File: config.mk
export PLATFORM = sky130hd
export DESIGN_NAME = cpu_regfile_stack
export DESIGN_NICKNAME = d
export VERILOG_FILES = /design/src/rtl/cpu_regs_pkg.sv /design/src/rtl/stack_sequencer.sv /design/src/rtl/cpu_regfile_stack.sv
export SDC_FILE = /design/constraint.sdc
export NUM_CORES = 1
export LEC_CHECK = 0
export CAP_MARGIN = 15
export CORE_MARGIN = 2
export CORE_UTILIZATION = 40
export CTS_BUF_LIST = sky130_fd_sc_hd__clkbuf_4 sky130_fd_sc_hd__clkbuf_8
export DETAILED_ROUTE_END_ITERATION = 10
export PLACE_DENSITY = 0.76
export SYNTH_ARGS = -nofsm -noshare
export SYNTH_HDL_FRONTEND = slang
export SYNTH_SLANG_ARGS = --single-unit
File: constraint.sdc
create_clock -name clk -period 3.23 [get_ports clk]
set_clock_uncertainty 0.1 [all_clocks]
set_input_delay 0.646 -clock clk [delete_from_list [all_inputs] [get_ports clk]]
set_output_delay 0.646 -clock clk [all_outputs]
set_load 0.005 [all_outputs]
File: src/rtl/cpu_regs_pkg.sv
// +----------------------------------------------------------------------------+
// | cpu_regs_pkg : register selects, flag positions and stack FSM types         |
// | Rev 1.0                                                                     |
// +----------------------------------------------------------------------------+
`default_nettype none

package cpu_regs_pkg;

   typedef enum logic [3:0] {
      REG_A    = 4'd0,
      REG_F    = 4'd1,
      REG_B    = 4'd2,
      REG_C    = 4'd3,
      REG_D    = 4'd4,
      REG_E    = 4'd5,
      REG_H    = 4'd6,
      REG_L    = 4'd7,
      REG_AF   = 4'd8,
      REG_BC   = 4'd9,
      REG_DE   = 4'd10,
      REG_HL   = 4'd11,
      REG_SP   = 4'd12,
      REG_PC   = 4'd13,
      REG_NONE = 4'd14
   } reg_e;

   localparam int c_flag_z = 7;
   localparam int c_flag_n = 6;
   localparam int c_flag_h = 5;
   localparam int c_flag_c = 4;

   typedef enum logic {
      STK_PUSH = 1'b0,
      STK_POP  = 1'b1
   } stk_op_e;

   typedef enum logic [1:0] {
      ST_IDLE = 2'd0,
      ST_XFER = 2'd1,
      ST_DONE = 2'd2
   } stk_state_e;

   // Enable/value nibbles are ordered {Z,N,H,C}; the low nibble of F never holds state.
   function automatic logic [7:0] merge_flags(input logic [7:0] base,
                                              input logic [3:0] we,
                                              input logic [3:0] val);
      logic [7:0] f;
      f = {base[7:4], 4'b0000};
      if (we[3]) f[c_flag_z] = val[3];
      if (we[2]) f[c_flag_n] = val[2];
      if (we[1]) f[c_flag_h] = val[1];
      if (we[0]) f[c_flag_c] = val[0];
      return f;
   endfunction

endpackage

`default_nettype wire

File: src/rtl/stack_sequencer.sv
// +----------------------------------------------------------------------------+
// | stack_sequencer : multi-byte push/pop FSM on a byte memory port            |
// | Optional SP_LIMIT_CHECK_EN adds stk_err and push underflow blocking. Rev 1.0|
// +----------------------------------------------------------------------------+
`default_nettype none

module stack_sequencer
   import cpu_regs_pkg::*;
#(
   parameter int unsigned          ADDR_W     = 16,
   parameter int unsigned          WORD_BYTES = 2,
   parameter logic [ADDR_W-1:0]    SP_LIMIT   = 16'hC000
) (
   input  logic                      clk,
   input  logic                      rst_n,
   input  logic                      stk_valid,
   output logic                      stk_ready,
   input  logic                      stk_op,
   input  logic [8*WORD_BYTES-1:0]   stk_wdata,
   output logic                      stk_done,
   output logic [8*WORD_BYTES-1:0]   stk_rdata,
`ifdef SP_LIMIT_CHECK_EN
   output logic                      stk_err,
`endif
   output logic                      mem_req,
   output logic                      mem_we,
   output logic [ADDR_W-1:0]         mem_addr,
   output logic [7:0]                mem_wdata,
   input  logic [7:0]                mem_rdata,
   input  logic                      mem_ack,
   input  logic [ADDR_W-1:0]         sp,
   output logic                      sp_we,
   output logic [ADDR_W-1:0]         sp_next,
   output logic                      sp_lock
);

   localparam int unsigned       c_dw    = 8 * WORD_BYTES;
   localparam logic [1:0]        c_last  = 2'(WORD_BYTES - 1);
   localparam logic [ADDR_W-1:0] c_one   = ADDR_W'(1);
`ifdef SP_LIMIT_CHECK_EN
   localparam logic              c_limit_en = 1'b1;
`else
   localparam logic              c_limit_en = 1'b0;
`endif

   stk_state_e        r_state;
   stk_op_e           r_op;
   logic [1:0]        r_cnt;
   logic [c_dw-1:0]   r_data;
   logic [c_dw-1:0]   r_rdata;

   logic [ADDR_W:0]   w_sp_dec;
   logic              w_below;
   logic              w_blocked;
   logic              w_push;
   logic [c_dw-1:0]   w_pop_shift;
   logic [ADDR_W-1:0] w_sp_dn;
   logic [ADDR_W-1:0] w_sp_up;

   // Borrow out of the extended subtraction flags a wrap below address zero.
   assign w_sp_dec    = {1'b0, sp} - (ADDR_W+1)'(WORD_BYTES);
   assign w_below     = w_sp_dec[ADDR_W] || (w_sp_dec[ADDR_W-1:0] < SP_LIMIT);
   assign w_blocked   = c_limit_en && w_below && (stk_op == STK_PUSH);
   assign w_pop_shift = c_dw'({mem_rdata, r_data} >> 8);
   assign w_push      = (r_op == STK_PUSH);
   assign w_sp_dn     = sp - c_one;
   assign w_sp_up     = sp + c_one;

   always_ff @(posedge clk) begin
      if (!rst_n) begin
         r_state <= ST_IDLE;
         r_op    <= STK_PUSH;
         r_cnt   <= 2'd0;
         r_data  <= '0;
         r_rdata <= '0;
      end else begin
         case (r_state)
            ST_IDLE: begin
               if (stk_valid) begin
                  r_op    <= stk_op_e'(stk_op);
                  r_cnt   <= 2'd0;
                  r_data  <= stk_wdata;
                  r_state <= w_blocked ? ST_DONE : ST_XFER;
               end
            end
            ST_XFER: begin
               if (mem_ack) begin
                  r_cnt <= r_cnt + 2'd1;
                  // Push drains MSB first; pop fills from the top so the LSB ends lowest.
                  if (w_push) r_data <= r_data << 8;
                  else        r_data <= w_pop_shift;
                  if (r_cnt == c_last) begin
                     r_state <= ST_DONE;
                     if (!w_push) r_rdata <= w_pop_shift;
                  end
               end
            end
            ST_DONE: r_state <= ST_IDLE;
            default: r_state <= ST_IDLE;
         endcase
      end
   end

`ifdef SP_LIMIT_CHECK_EN
   logic r_err;
   always_ff @(posedge clk) begin
      if (!rst_n)                                  r_err <= 1'b0;
      else if (r_state == ST_IDLE && stk_valid)    r_err <= w_blocked;
      else if (r_state == ST_DONE)                 r_err <= 1'b0;
   end
   assign stk_err = r_err && (r_state == ST_DONE);
`endif

   assign stk_ready = (r_state == ST_IDLE);
   assign stk_done  = (r_state == ST_DONE);
   assign stk_rdata = r_rdata;
   assign mem_req   = (r_state == ST_XFER);
   assign mem_we    = w_push;
   assign mem_addr  = w_push ? w_sp_dn : sp;
   assign mem_wdata = r_data[c_dw-1 -: 8];
   assign sp_we     = (r_state == ST_XFER) && mem_ack;
   assign sp_next   = w_push ? w_sp_dn : w_sp_up;
   assign sp_lock   = (r_state != ST_IDLE) || stk_valid;

endmodule

`default_nettype wire

File: src/rtl/cpu_regfile_stack.sv
// +----------------------------------------------------------------------------+
// | cpu_regfile_stack : SM83-style register file with stack push/pop unit      |
// | Optional SP_LIMIT_CHECK_EN adds stk_err output. Rev 1.0                     |
// +----------------------------------------------------------------------------+
`default_nettype none

module cpu_regfile_stack
   import cpu_regs_pkg::*;
#(
   parameter int unsigned       ADDR_W     = 16,
   parameter int unsigned       WORD_BYTES = 2,
   parameter logic [ADDR_W-1:0] SP_RESET   = 16'hFFFE,
   parameter logic [ADDR_W-1:0] PC_RESET   = 16'h0100,
   parameter logic [ADDR_W-1:0] SP_LIMIT   = 16'hC000
) (
   input  logic                      clk,
   input  logic                      rst_n,
   input  logic [3:0]                rd_sel,
   output logic [ADDR_W-1:0]         rd_data,
   input  logic                      wr_en,
   input  logic [3:0]                wr_sel,
   input  logic [ADDR_W-1:0]         wr_data,
   input  logic [3:0]                flag_we,
   input  logic [3:0]                flag_val,
   input  logic                      stk_valid,
   output logic                      stk_ready,
   input  logic                      stk_op,
   input  logic [8*WORD_BYTES-1:0]   stk_wdata,
   output logic                      stk_done,
   output logic [8*WORD_BYTES-1:0]   stk_rdata,
`ifdef SP_LIMIT_CHECK_EN
   output logic                      stk_err,
`endif
   output logic                      mem_req,
   output logic                      mem_we,
   output logic [ADDR_W-1:0]         mem_addr,
   output logic [7:0]                mem_wdata,
   input  logic [7:0]                mem_rdata,
   input  logic                      mem_ack,
   output logic [ADDR_W-1:0]         sp_out,
   output logic [ADDR_W-1:0]         pc_out,
   output logic [7:0]                f_out
);

   logic [7:0]        r_a, r_f, r_b, r_c, r_d, r_e, r_h, r_l;
   logic [ADDR_W-1:0] r_sp, r_pc;

   logic              w_sp_we;
   logic [ADDR_W-1:0] w_sp_next;
   logic              w_sp_lock;
   logic              w_f_wr;
   logic [7:0]        w_f_base;

   stack_sequencer #(
      .ADDR_W     (ADDR_W),
      .WORD_BYTES (WORD_BYTES),
      .SP_LIMIT   (SP_LIMIT)
   ) u_seq (
      .clk        (clk),
      .rst_n      (rst_n),
      .stk_valid  (stk_valid),
      .stk_ready  (stk_ready),
      .stk_op     (stk_op),
      .stk_wdata  (stk_wdata),
      .stk_done   (stk_done),
      .stk_rdata  (stk_rdata),
`ifdef SP_LIMIT_CHECK_EN
      .stk_err    (stk_err),
`endif
      .mem_req    (mem_req),
      .mem_we     (mem_we),
      .mem_addr   (mem_addr),
      .mem_wdata  (mem_wdata),
      .mem_rdata  (mem_rdata),
      .mem_ack    (mem_ack),
      .sp         (r_sp),
      .sp_we      (w_sp_we),
      .sp_next    (w_sp_next),
      .sp_lock    (w_sp_lock)
   );

   // F accepts writes from both the F and AF selects; flag enables then override.
   assign w_f_wr   = wr_en && (wr_sel == REG_F || wr_sel == REG_AF);
   assign w_f_base = w_f_wr ? wr_data[7:0] : r_f;

   always_ff @(posedge clk) begin
      if (!rst_n) begin
         r_a  <= 8'h00;
         r_f  <= 8'h00;
         r_b  <= 8'h00;
         r_c  <= 8'h00;
         r_d  <= 8'h00;
         r_e  <= 8'h00;
         r_h  <= 8'h00;
         r_l  <= 8'h00;
         r_sp <= SP_RESET;
         r_pc <= PC_RESET;
      end else begin
         r_f <= merge_flags(w_f_base, flag_we, flag_val);
         if (wr_en) begin
            case (reg_e'(wr_sel))
               REG_A:  r_a <= wr_data[7:0];
               REG_B:  r_b <= wr_data[7:0];
               REG_C:  r_c <= wr_data[7:0];
               REG_D:  r_d <= wr_data[7:0];
               REG_E:  r_e <= wr_data[7:0];
               REG_H:  r_h <= wr_data[7:0];
               REG_L:  r_l <= wr_data[7:0];
               REG_AF: r_a <= wr_data[15:8];
               REG_BC: begin r_b <= wr_data[15:8]; r_c <= wr_data[7:0]; end
               REG_DE: begin r_d <= wr_data[15:8]; r_e <= wr_data[7:0]; end
               REG_HL: begin r_h <= wr_data[15:8]; r_l <= wr_data[7:0]; end
               REG_PC: r_pc <= wr_data;
               default: ;
            endcase
         end
         // The stack unit owns SP from the accept cycle until it returns to idle.
         if (w_sp_we)
            r_sp <= w_sp_next;
         else if (wr_en && wr_sel == REG_SP && !w_sp_lock)
            r_sp <= wr_data;
      end
   end

   always_comb begin
      rd_data = '0;
      case (reg_e'(rd_sel))
         REG_A:  rd_data = ADDR_W'(r_a);
         REG_F:  rd_data = ADDR_W'(r_f);
         REG_B:  rd_data = ADDR_W'(r_b);
         REG_C:  rd_data = ADDR_W'(r_c);
         REG_D:  rd_data = ADDR_W'(r_d);
         REG_E:  rd_data = ADDR_W'(r_e);
         REG_H:  rd_data = ADDR_W'(r_h);
         REG_L:  rd_data = ADDR_W'(r_l);
         REG_AF: rd_data = ADDR_W'({r_a, r_f});
         REG_BC: rd_data = ADDR_W'({r_b, r_c});
         REG_DE: rd_data = ADDR_W'({r_d, r_e});
         REG_HL: rd_data = ADDR_W'({r_h, r_l});
         REG_SP: rd_data = r_sp;
         REG_PC: rd_data = r_pc;
         default: rd_data = '0;
      endcase
   end

   assign sp_out = r_sp;
   assign pc_out = r_pc;
   assign f_out  = r_f;

endmodule

`default_nettype wire

==> flow_summary.yaml <==
floorplanning:
  die-width_um: 142
  die_area_um2: 20300
  rows: 50
  core_area_um2: 18800
  die_h_um: 142
  io_pins: 162
  initial_core_util: 0.408
clock_tree:
  cts_tree: "built"
  cts_buffer_depth: 2
  clock_latency_ns: 0.46
  cts_sinks: 129
  cts_buffers: 17
  clockRootBuffer: "clkbuf_8"
  htreeDepth: 4
  postCtsHoldBufs: 0
  clk_pin_slew_ns: 0.09
worst_setup_path:
  arrival_ns: 2.48
  required_ns: 2.48
  crit_fanout: 6
  timing.rr.end: "sp_out[6]$_SDFFE_PN1P_"
  rr_startpoint: "u_seq.r_state[1]$_SDFFE_PN0P_"
  ff2ff_path_depth: 5
  critPathKind: "input port to output port"
  r2r_slack_ns: 0.98
  cp-start-kind: "input port"
  end_kind: "output port"
sta:
  max_freq_mhz: 310
  slew_headroom: 0.413
  holdWs_ns: 0.362
  finalHoldViolations: 0
  layout_setup_ws_ns: 0.00704
  period_share: 0.998
  drv_slew: 0
  rsz0062_at_grt: "true"
  worstMarginPinSlew_ns: 0.881
  setup_viol: 0
  fin_crit_ns: 3.22
power:
  swShare: 0.310
  intPower_w: 0.00260
  p_switching_w: 0.00117
  combPwrFrac: 0.180
  clockPowerShare: 0.369
  pwr-share-seq: 0.451
  p_per_area_nw_per_um2: 367
  leakagePower_nw: 4.11
  ir_drop_mv: 0.269
yosys:
  synth.distinct_cells: 73
  synth-seq-cells: 129
  synth_edf_count: 0
  synth.avg_cell_area_um2: 8.26
  syn_area_um2: 7660
  syn_inst: 928
  yosysSeqAreaShare: 0.337
  yosysWarnings: 0
  synthArstFlopShare: 0
  synth_ff_type: "dfxtp_1"
cells_and_area:
  area_growth_pct: 34.1
  diodes: 0
  nNetsFinal: 1164
  fin_cells: 1344
  fillers: 1740
  multiInputGateArea_um2: 4750
  final_common_cell: "clkdlybuf4s50_1"
  mostFrequentLayoutCells: "clkdlybuf4s50_1 (138), nand2_1 (129), dfxtp_1 (127)"
  register_area_um2: 2590
  drive_gt1_frac: 0.168
routing:
  vias_per_cell: 5.87
  wl_um: 27800
  wl_per_cell_um: 20.7
  drc: 0
  dr_total_vias: 7886
  dr.pass1.iters: 5
  drt_iter0_drc: 686
  ant_nets: 0
grt:
  grt_first_pass_wirelength_um: 42600
  grt_max_degree: 87
  grtUsageTotal: 0.273
  antenna_found_initial: 0
  grt_pass1_vias: 7486
  overflow: 0
placed_design:
  portBuffers: 157
  placed_cells: 1306
  dp_slack_ns: -0.379
  place_hpwl_um: 20300
  gp_congestion: 0.959
run_status:
  outcome: "finished, final reports clean"
worst_hold_path:
  min_path_type: "flop to flop"
  worstHoldEndpoint: "u_seq.stk_rdata[11]$_SDFFE_PN0P_"
  hold_depth: 2
  hp-start: "u_seq.stk_rdata[11]$_SDFFE_PN0P_"
run:
  max-cap-violations: 0
## synth_stat cells, drive strengths merged (12+ instances only)
cell type  instances  area (µm²)
nand3             34         170
o21ai             27         139
a22oi             17         128
mux2              12         139
a21boi            30         225
inv               12        45.0
mux2i             76         761
nor2b             27         169
a21oi             32         164
nor2              75         287
nor3              14        75.1
clkbuf            69         259
dfxtp            129        2580
a211oi            29         218
o211a             22         220
buf               28         180
nand2            132         498
## repair_timing
action	in CTS	in global routing
hold endpoints to repair	0	0
buffers inserted	5	0
setup endpoints to repair	26	17
pin swaps	6	2
cloned	1	0
resized for setup	44	23
## power by group through the flow
stage / logic (W) / clock network [W] / registers, W
floorplan: 0.000362 / 0 / 0.00171
global placement: 0.000652 / 0 / 0.00174
detailed placement: 0.000659 / 0 / 0.00174
CTS: 0.000667 / 0.00140 / 0.00170
global route: 0.000732 / 0.00148 / 0.00171
finish: 0.000680 / 0.00139 / 0.00170
## sequential cells by signal, summed over array words and instances, names as in the netlist, 16 cells and up
register         flops
u_seq.r_data        16
sp_out              16
pc_out              16
u_seq.stk_rdata     16
## cell type report
cell class | instances | area share
multi-input cells | 693 | 0.462
flip-flops and latches | 129 | 0.252
repair buffers | 244 | 0.216
well taps | 234 | 0.0285
clock buffers | 17 | 0.0228
clock inverters | 15 | 0.0144
inverters | 12 | 0.00438
## metrics by stage
stage / util / area [µm²] / total power [W] / TNS, ns
after floorplan: - / 7670 / 0.00208 / 0
after global placement: 0.517 / 9700 / 0.00239 / -5.18
after detailed placement: 0.517 / 9700 / 0.00239 / -4.96
after CTS: 0.545 / 10200 / 0.00377 / -0.0319
after global routing: 0.548 / 10300 / 0.00392 / -0.00934
final: 0.548 / 10300 / 0.00377 / 0
## per-layer routing
| metal | track usage | vias to the layer above | share of wire |
|---|---|---|---|
| met5 | 0 | - | 0 |
| met4 | 0.0849 | 0 | 0.022 |
| met3 | 0.0622 | 45 | 0.090 |
| met2 | 0.426 | 385 | 0.45 |
| met1 | 0.374 | 3767 | 0.44 |
| li1 | - | 3689 | - |
## cells by family after synthesis
| logic type | synth area share |
|---|---|
| simple gates | 0.217 |
| xor+xnor | 0.0206 |
| flops | 0.337 |
| other cells | 0.000489 |
| fa+ha+maj | 0.00816 |
| compound gates | 0.231 |
| mux | 0.123 |
| buf+inv | 0.0632 |
## how the worst max path moves through the flow
stage	start	to	slack, ns	cells past startpoint
floorplan	rd_sel[0]	rd_data[12]	0.43	6
global placement	rd_sel[1]	rd_data[0]	-0.41	8
detailed placement	rd_sel[1]	rd_data[0]	-0.38	8
CTS	rd_sel[0]	rd_data[6]	-0.03	9
global route	rd_sel[0]	rd_data[10]	-0.009	7
finish	rd_sel[0]	rd_data[9]	0.007	7
## worst max-delay path: stages
cell	delay, ns
dlygate4sd2_1	0.26
buf_4	0.18
and2_2	0.23
buf_4	0.16
a22oi_1	0.31
o221ai_1	0.20
clkdlybuf4s50_1	0.48
No activity file was read; power rests on OpenSTA's default activity.
